File: src/rtl/mem_copy_engine_if.sv
// Bundled ports for the copy engine: a control-side request/status interface
// and the engine's driver-side view of the memory's read and write ports.

interface mem_copy_ctrl_if #(
  parameter int AW = 7,
  parameter int LW = 7
);
  logic          start;
  logic [AW-1:0] src_addr;
  logic [AW-1:0] dst_addr;
  logic [LW-1:0] len;
  logic          busy;
  logic          done;
  logic          err;

  modport master (
    output start, src_addr, dst_addr, len,
    input  busy, done, err
  );

  modport slave (
    input  start, src_addr, dst_addr, len,
    output busy, done, err
  );
endinterface

interface mem_copy_mem_if #(
  parameter int AW    = 7,
  parameter int WIDTH = 8
);
  logic             rd_en;
  logic [AW-1:0]    rd_addr;
  logic [WIDTH-1:0] rd_data;
  logic             wr_en;
  logic [AW-1:0]    wr_addr;
  logic [WIDTH-1:0] wr_data;

  modport master (
    output rd_en, rd_addr, wr_en, wr_addr, wr_data,
    input  rd_data
  );

  modport slave (
    input  rd_en, rd_addr, wr_en, wr_addr, wr_data,
    output rd_data
  );
endinterface

File: src/rtl/mem_copy_engine.sv
// memmove-style copy engine driving a one-cycle-latency memory: one read and
// one trailing write per cycle, direction chosen so overlapping ranges survive.

module mem_copy_engine #(
  parameter int DEPTH = 100,
  parameter int WIDTH = 8,
  parameter int AW    = $clog2(DEPTH),
  parameter int LW    = $clog2(DEPTH + 1)
) (
  input  logic            clk,
  input  logic            rst,
  mem_copy_ctrl_if.slave  ctrl_if,
  mem_copy_mem_if.master  mem_if
);

  localparam int EW = LW + 1;

  typedef enum logic [1:0] {
    S_IDLE,
    S_RUN,
    S_DRAIN,
    S_FIN
  } state_t;

  state_t        r_state;
  logic          r_desc;
  logic [AW-1:0] r_dst_ptr;
  logic [LW-1:0] r_remaining;

  logic          r_busy;
  logic          r_done;
  logic          r_err;
  logic          r_rd_en;
  logic [AW-1:0] r_rd_addr;
  logic          r_wr_en;
  logic [AW-1:0] r_wr_addr;

  // End addresses are one past the last word, widened so they cannot wrap.
  logic [EW-1:0] w_src_end;
  logic [EW-1:0] w_dst_end;
  logic          w_out_of_range;
  logic          w_len_zero;
  logic          w_desc;
  logic [AW-1:0] w_src_first;
  logic [AW-1:0] w_dst_first;

  assign w_src_end      = EW'(ctrl_if.src_addr) + EW'(ctrl_if.len);
  assign w_dst_end      = EW'(ctrl_if.dst_addr) + EW'(ctrl_if.len);
  assign w_out_of_range = (w_src_end > EW'(DEPTH)) || (w_dst_end > EW'(DEPTH));
  assign w_len_zero     = (ctrl_if.len == '0);

  // Copying upward into an overlapping range must start from the top end.
  assign w_desc      = (ctrl_if.dst_addr > ctrl_if.src_addr);
  assign w_src_first = w_desc ? AW'(w_src_end - EW'(1)) : ctrl_if.src_addr;
  assign w_dst_first = w_desc ? AW'(w_dst_end - EW'(1)) : ctrl_if.dst_addr;

  // NOTE: every register below is assigned with <= so all updates in this
  // block see pre-edge values, which is what keeps the write one step behind
  // the read.
  always_ff @(posedge clk or posedge rst) begin
    if (rst) begin
      r_state     <= S_IDLE;
      r_desc      <= 1'b0;
      r_dst_ptr   <= '0;
      r_remaining <= '0;
      r_busy      <= 1'b0;
      r_done      <= 1'b0;
      r_err       <= 1'b0;
      r_rd_en     <= 1'b0;
      r_rd_addr   <= '0;
      r_wr_en     <= 1'b0;
      r_wr_addr   <= '0;
    end else begin
      case (r_state)
        S_IDLE: begin
          if (ctrl_if.start) begin
            if (w_len_zero) begin
              r_done  <= 1'b1;
              r_err   <= 1'b0;
              r_state <= S_FIN;
            end else if (w_out_of_range) begin
              r_done  <= 1'b1;
              r_err   <= 1'b1;
              r_state <= S_FIN;
            end else begin
              r_desc      <= w_desc;
              r_rd_addr   <= w_src_first;
              r_dst_ptr   <= w_dst_first;
              r_remaining <= ctrl_if.len - LW'(1);
              r_rd_en     <= 1'b1;
              r_busy      <= 1'b1;
              r_state     <= S_RUN;
            end
          end
        end

        S_RUN: begin
          // The word read last cycle arrives now; write it where it belongs.
          r_wr_en   <= 1'b1;
          r_wr_addr <= r_dst_ptr;
          if (r_remaining != '0) begin
            r_rd_addr   <= r_desc ? r_rd_addr - AW'(1) : r_rd_addr + AW'(1);
            r_dst_ptr   <= r_desc ? r_dst_ptr - AW'(1) : r_dst_ptr + AW'(1);
            r_remaining <= r_remaining - LW'(1);
          end else begin
            // Pointers hold on the last word so a descent to 0 never wraps.
            r_rd_en <= 1'b0;
            r_state <= S_DRAIN;
          end
        end

        S_DRAIN: begin
          r_wr_en <= 1'b0;
          r_busy  <= 1'b0;
          r_done  <= 1'b1;
          r_err   <= 1'b0;
          r_state <= S_FIN;
        end

        S_FIN: begin
          r_done  <= 1'b0;
          r_err   <= 1'b0;
          r_state <= S_IDLE;
        end

        default: begin
          r_state <= S_IDLE;
        end
      endcase
    end
  end

  assign ctrl_if.busy = r_busy;
  assign ctrl_if.done = r_done;
  assign ctrl_if.err  = r_err;

  assign mem_if.rd_en   = r_rd_en;
  assign mem_if.rd_addr = r_rd_addr;
  assign mem_if.wr_en   = r_wr_en;
  assign mem_if.wr_addr = r_wr_addr;
  assign mem_if.wr_data = mem_if.rd_data;

endmodule

File: src/flat_wrapper.sv
// flat-port wrapper written by rule: the top's interface ports become plain ports
module mem_copy_engine_flat 
#(
  parameter int DEPTH = 100,
  parameter int WIDTH = 8,
  parameter int AW    = $clog2(DEPTH),
  parameter int LW    = $clog2(DEPTH + 1)
)
  (clk, rst, ctrl_if_start, ctrl_if_src_addr, ctrl_if_dst_addr, ctrl_if_len, ctrl_if_busy, ctrl_if_done, ctrl_if_err, mem_if_rd_en, mem_if_rd_addr, mem_if_wr_en, mem_if_wr_addr, mem_if_wr_data, mem_if_rd_data);
  mem_copy_ctrl_if #(.AW(AW), .LW(LW)) ctrl_if_i ();
  mem_copy_mem_if #(.AW(AW), .WIDTH(WIDTH)) mem_if_i ();
  input  logic clk;
  input  logic rst;
  input wire logic [$bits(ctrl_if_i.start)-1:0] ctrl_if_start;
  input wire logic [$bits(ctrl_if_i.src_addr)-1:0] ctrl_if_src_addr;
  input wire logic [$bits(ctrl_if_i.dst_addr)-1:0] ctrl_if_dst_addr;
  input wire logic [$bits(ctrl_if_i.len)-1:0] ctrl_if_len;
  output wire logic [$bits(ctrl_if_i.busy)-1:0] ctrl_if_busy;
  output wire logic [$bits(ctrl_if_i.done)-1:0] ctrl_if_done;
  output wire logic [$bits(ctrl_if_i.err)-1:0] ctrl_if_err;
  output wire logic [$bits(mem_if_i.rd_en)-1:0] mem_if_rd_en;
  output wire logic [$bits(mem_if_i.rd_addr)-1:0] mem_if_rd_addr;
  output wire logic [$bits(mem_if_i.wr_en)-1:0] mem_if_wr_en;
  output wire logic [$bits(mem_if_i.wr_addr)-1:0] mem_if_wr_addr;
  output wire logic [$bits(mem_if_i.wr_data)-1:0] mem_if_wr_data;
  input wire logic [$bits(mem_if_i.rd_data)-1:0] mem_if_rd_data;
  assign ctrl_if_i.start = ctrl_if_start;
  assign ctrl_if_i.src_addr = ctrl_if_src_addr;
  assign ctrl_if_i.dst_addr = ctrl_if_dst_addr;
  assign ctrl_if_i.len = ctrl_if_len;
  assign ctrl_if_busy = ctrl_if_i.busy;
  assign ctrl_if_done = ctrl_if_i.done;
  assign ctrl_if_err = ctrl_if_i.err;
  assign mem_if_rd_en = mem_if_i.rd_en;
  assign mem_if_rd_addr = mem_if_i.rd_addr;
  assign mem_if_wr_en = mem_if_i.wr_en;
  assign mem_if_wr_addr = mem_if_i.wr_addr;
  assign mem_if_wr_data = mem_if_i.wr_data;
  assign mem_if_i.rd_data = mem_if_rd_data;
  mem_copy_engine #(.DEPTH(DEPTH), .WIDTH(WIDTH), .AW(AW), .LW(LW)) u_core (.clk(clk), .rst(rst), .ctrl_if(ctrl_if_i), .mem_if(mem_if_i));
endmodule
File: config.mk
export PLATFORM = sky130hd
export DESIGN_NAME = mem_copy_engine_flat
export DESIGN_NICKNAME = d
export VERILOG_FILES = /design/src/rtl/mem_copy_engine_if.sv /design/src/rtl/mem_copy_engine.sv /design/src/flat_wrapper.sv
export SDC_FILE = /design/constraint.sdc
export NUM_CORES = 1
export LEC_CHECK = 0
export ABC_CLOCK_PERIOD_IN_PS = 5600
export CORE_MARGIN = 2
export CORE_UTILIZATION = 41
export CTS_CLUSTER_SIZE = 30
export DETAILED_ROUTE_END_ITERATION = 7
export PLACE_DENSITY = 0.69
export SLEW_MARGIN = 20
export SYNTH_ARGS = -nofsm -noshare
export SYNTH_HDL_FRONTEND = slang
export SYNTH_SLANG_ARGS = --single-unit
File: constraint.sdc
create_clock -name clk -period 5.6 [get_ports clk]
set_input_delay 1.12 -clock clk [delete_from_list [all_inputs] [get_ports clk]]
set_output_delay 1.12 -clock clk [all_outputs]
set_load 0.02 [all_outputs]
==> key figures <==
Run status
  – Status: finished clean

Worst setup path
  – Worst Path Required: a little under 6000 ps
  – CP endpoint: u_core.r_dst_ptr[3]
  – R2r endpoint: u_core.r_dst_ptr[6]
  – Crit path max fanout: 12
  – CP Class: in -> reg
  – CP endpoint kind: register
  – Reg-to-Reg Start: u_core.r_state[1]
  – R2R cell count: 9
  – Reg2reg setup slack: around 2500 ps
  – Setup crit start kind: primary input
  – Crit path from: ctrl_if_len[0]
  – Arrival time at the worst endpoint: between 4000 and 5000 ps

Global route
  – Largest net degree at the start of global routing: 50
  – Congestion Overflow GR: 0
  – Gr usage total: about a fifth
  – Global-route wire length before repair: about 16000 um
  – Number of global-route vias before repair: 3271
  – Antenna violations before repair: 0

Clock tree
  – CTS resizes: 0
  – Clk buf depth: 2
  – CTS clk-pin slew, worst paths: approximately 80 ps
  – CTS Buf Count: 5
  – Post-CTS Setup Inserts: 0
  – Worst skew pair latency: between 200 and 300 ps
  – CTS tree: yes
  – Clk sinks: 36
  – Root buffer cell: clkbuf_8
  – # hold bufs at CTS: 0
  – H-tree level count: 2

Floorplanning
  – Site row count: 34
  – Total die area: between 9000 and 10000 um^2
  – Die W: a little under 100 um
  – Initial Util: about 42%
  – Ports: 59
  – Core footprint: 8760 um^2
  – Die Y: between 90 and 100 um

Cells and area
  – P&R area growth vs syn: 15.0%
  – Layout cells sized above 1: between 8 and 9%
  – Nets: around 530
  – ANT cells: 0

STA
  – Clock Skew: approximately 7.7 ps
  – Endpoints failing setup: 0
  – Final WS setup: 1070 ps
  – Fin crit share: approximately four fifths
  – Endpoints failing hold: 0
  – Slew margin rel.: around a third
  – Fmax: around 220 MHz
  – Post-layout min period: between 4000 and 5000 ps
  – Max-slew violations: 0
  – Setup_tns: 0 ps
  – Slew @ Worst Pin: between 1000 and 1500 ps
  – RSZ-0062 raised after global routing: no

Synth
  – Top_reg_cell synth: dfrtp_1
  – Yosys warning count: 0
  – Synthesized cell area: 3720 um^2
  – Syn Nets: slightly below 500
  – Sequential area share after synthesis: roughly a quarter
  – Largest cells by area after synthesis: dfrtp_1 (24%), ha_1 (13%), a21oi_1 (4.0%), o21ai_0 (4.0%), xnor2_1 (3.8%)
  – Number of synthesized register bits: 36
  – Mapped Cells: approximately 420
  – Number of synthesized flops with an enable pin: 0
  – Synth Area per Inst: approximately 8.8 um^2
  – Synth top cells by count: ha_1 (40), inv_1 (37), dfrtp_1 (36)
  – Post-synth top area cell: dfrtp_1
  – Most common cell in the synthesized netlist: ha_1
  – Cell variety after synth: 63
  – Synth async-reset ratio: 100%
  – Area share of the largest cell type after synthesis: between 20% and 30%

Route
  – WL final: 9750 um
  – Routed Antenna Nets: 0
  – DRC: 0
  – Vias: around 3.3k
  – DR vias/cell: just under 6
  – Starting DRC count in detailed routing: just under 200
  – First-pass iteration count of the detailed router: 4
  – DR WL/cell: approximately 17 um

Placed design
  – Worst slack at placement: ~810 ps
  – Number of port buffers: 42
  – DP Wirelength: 7490 um
  – Gp weighted congestion: 0.964

Power and ir drop
  – Leakage power: around 1.8 nW
  – VDD IR max: around 0.28 mV
  – Power per cell area: ~500 nW/um^2

Worst hold path
  – HP Class: reg -> reg

Flow run
  – Max_cap viols: 0
## report_power, final
group	total [mW]	internal, mW	switching, mW
Clock	0.232	0.132	0.100
Sequential	0.498	0.386	0.112
Combinational	1.35	0.609	0.736
Total	2.08	1.13	0.949
## worst max-delay path: stages
cell and delay [ps]:
clkdlybuf4s50_1 500, ha_1 310, fa_1 430, a211o_1 310
a21oi_1 170, nor2_1 110, o311a_2 480, o41a_1 600
nor2_8 300, mux2_2 360
## stage by stage
stage | hold slack [ps] | util, % | std cells | instance area [um^2] | power (mW)
6_report | 508 | 48.8 | 560 | 4280 | 2.08
3_3_place_gp | 476 | 47.5 | 552 | 4160 | 1.81
5_1_grt | 531 | 48.8 | 560 | 4280 | 2.26
4_1_cts | 513 | 48.8 | 560 | 4280 | 2.08
2_1_floorplan | 486 | - | 421 | 3720 | 1.49
3_5_place_dp | 491 | 47.5 | 552 | 4160 | 1.84
## cell type report
cell class              instances  area (um^2)
fillers                       846         4490
multi-input cells             326         2550
flip-flops and latches         36          901
repair buffers                 45          443
inverters                      37          139
well taps                     108          135
clock buffers                   5         68.8
clock inverters                 3         42.5
## state kept, by name, summed over array words and instances, names as in the netlist
| name | cells |
|---|---|
| u_core.ctrl_if.busy | 1 |
| u_core.ctrl_if.done | 1 |
| u_core.ctrl_if.err | 1 |
| u_core.mem_if.rd_addr | 7 |
| u_core.mem_if.rd_en | 1 |
| u_core.mem_if.wr_addr | 7 |
| u_core.mem_if.wr_en | 1 |
| u_core.r_desc | 1 |
| u_core.r_dst_ptr | 7 |
| u_core.r_remaining | 7 |
| u_core.r_state | 2 |
## how the worst min path moves through the flow
stage	to	startpoint	depth (start not counted)
2_1_floorplan	u_core.r_dst_ptr[4]	u_core.r_dst_ptr[4]	1
3_3_place_gp	u_core.ctrl_if.busy	u_core.ctrl_if.busy	1
3_5_place_dp	u_core.ctrl_if.busy	u_core.ctrl_if.busy	1
4_1_cts	u_core.ctrl_if.busy	u_core.ctrl_if.busy	1
5_1_grt	u_core.mem_if.wr_addr[0]	u_core.mem_if.wr_addr[0]	1
6_report	u_core.mem_if.wr_addr[2]	u_core.mem_if.wr_addr[2]	1
## cell families after synthesis
logic type      synth area share, %
xor+xnor                       5.18
compound gates                 22.8
simple gates                   17.3
fa+ha+maj                      15.6
flops                          24.2
mux                            7.57
buf+inv                        7.37
## per-layer routing
| layer | routed length (um) | up-vias | GRT usage [%] |
|---|---|---|---|
| li1 | - | 1615 | - |
| met1 | 4620 | 1562 | 28.8 |
| met2 | 4510 | 82 | 33.1 |
| met3 | 403 | 13 | 2.60 |
| met4 | 213 | 0 | 5.58 |
| met5 | 0 | - | 0 |
## placed cells by master, fill, tap and decap left out, types with 5 or more instances in the layout
cell / instances
o21ai_0: 30
xnor2_1: 16
o211ai_1: 5
nor2_1: 17
ha_1: 39
and3_1: 9
clkbuf_8: 5
mux2_2: 9
nand4_1: 6
xor2_1: 6
nor3_1: 19
nand2_1: 18
nor2b_1: 9
nand3_1: 6
o31ai_1: 5
mux2i_1: 12
a21oi_1: 30
inv_1: 37
clkdlybuf4s50_1: 42
o21a_1: 7
dfrtp_1: 36
a211o_1: 5
(Power assumes the default switching activity.)
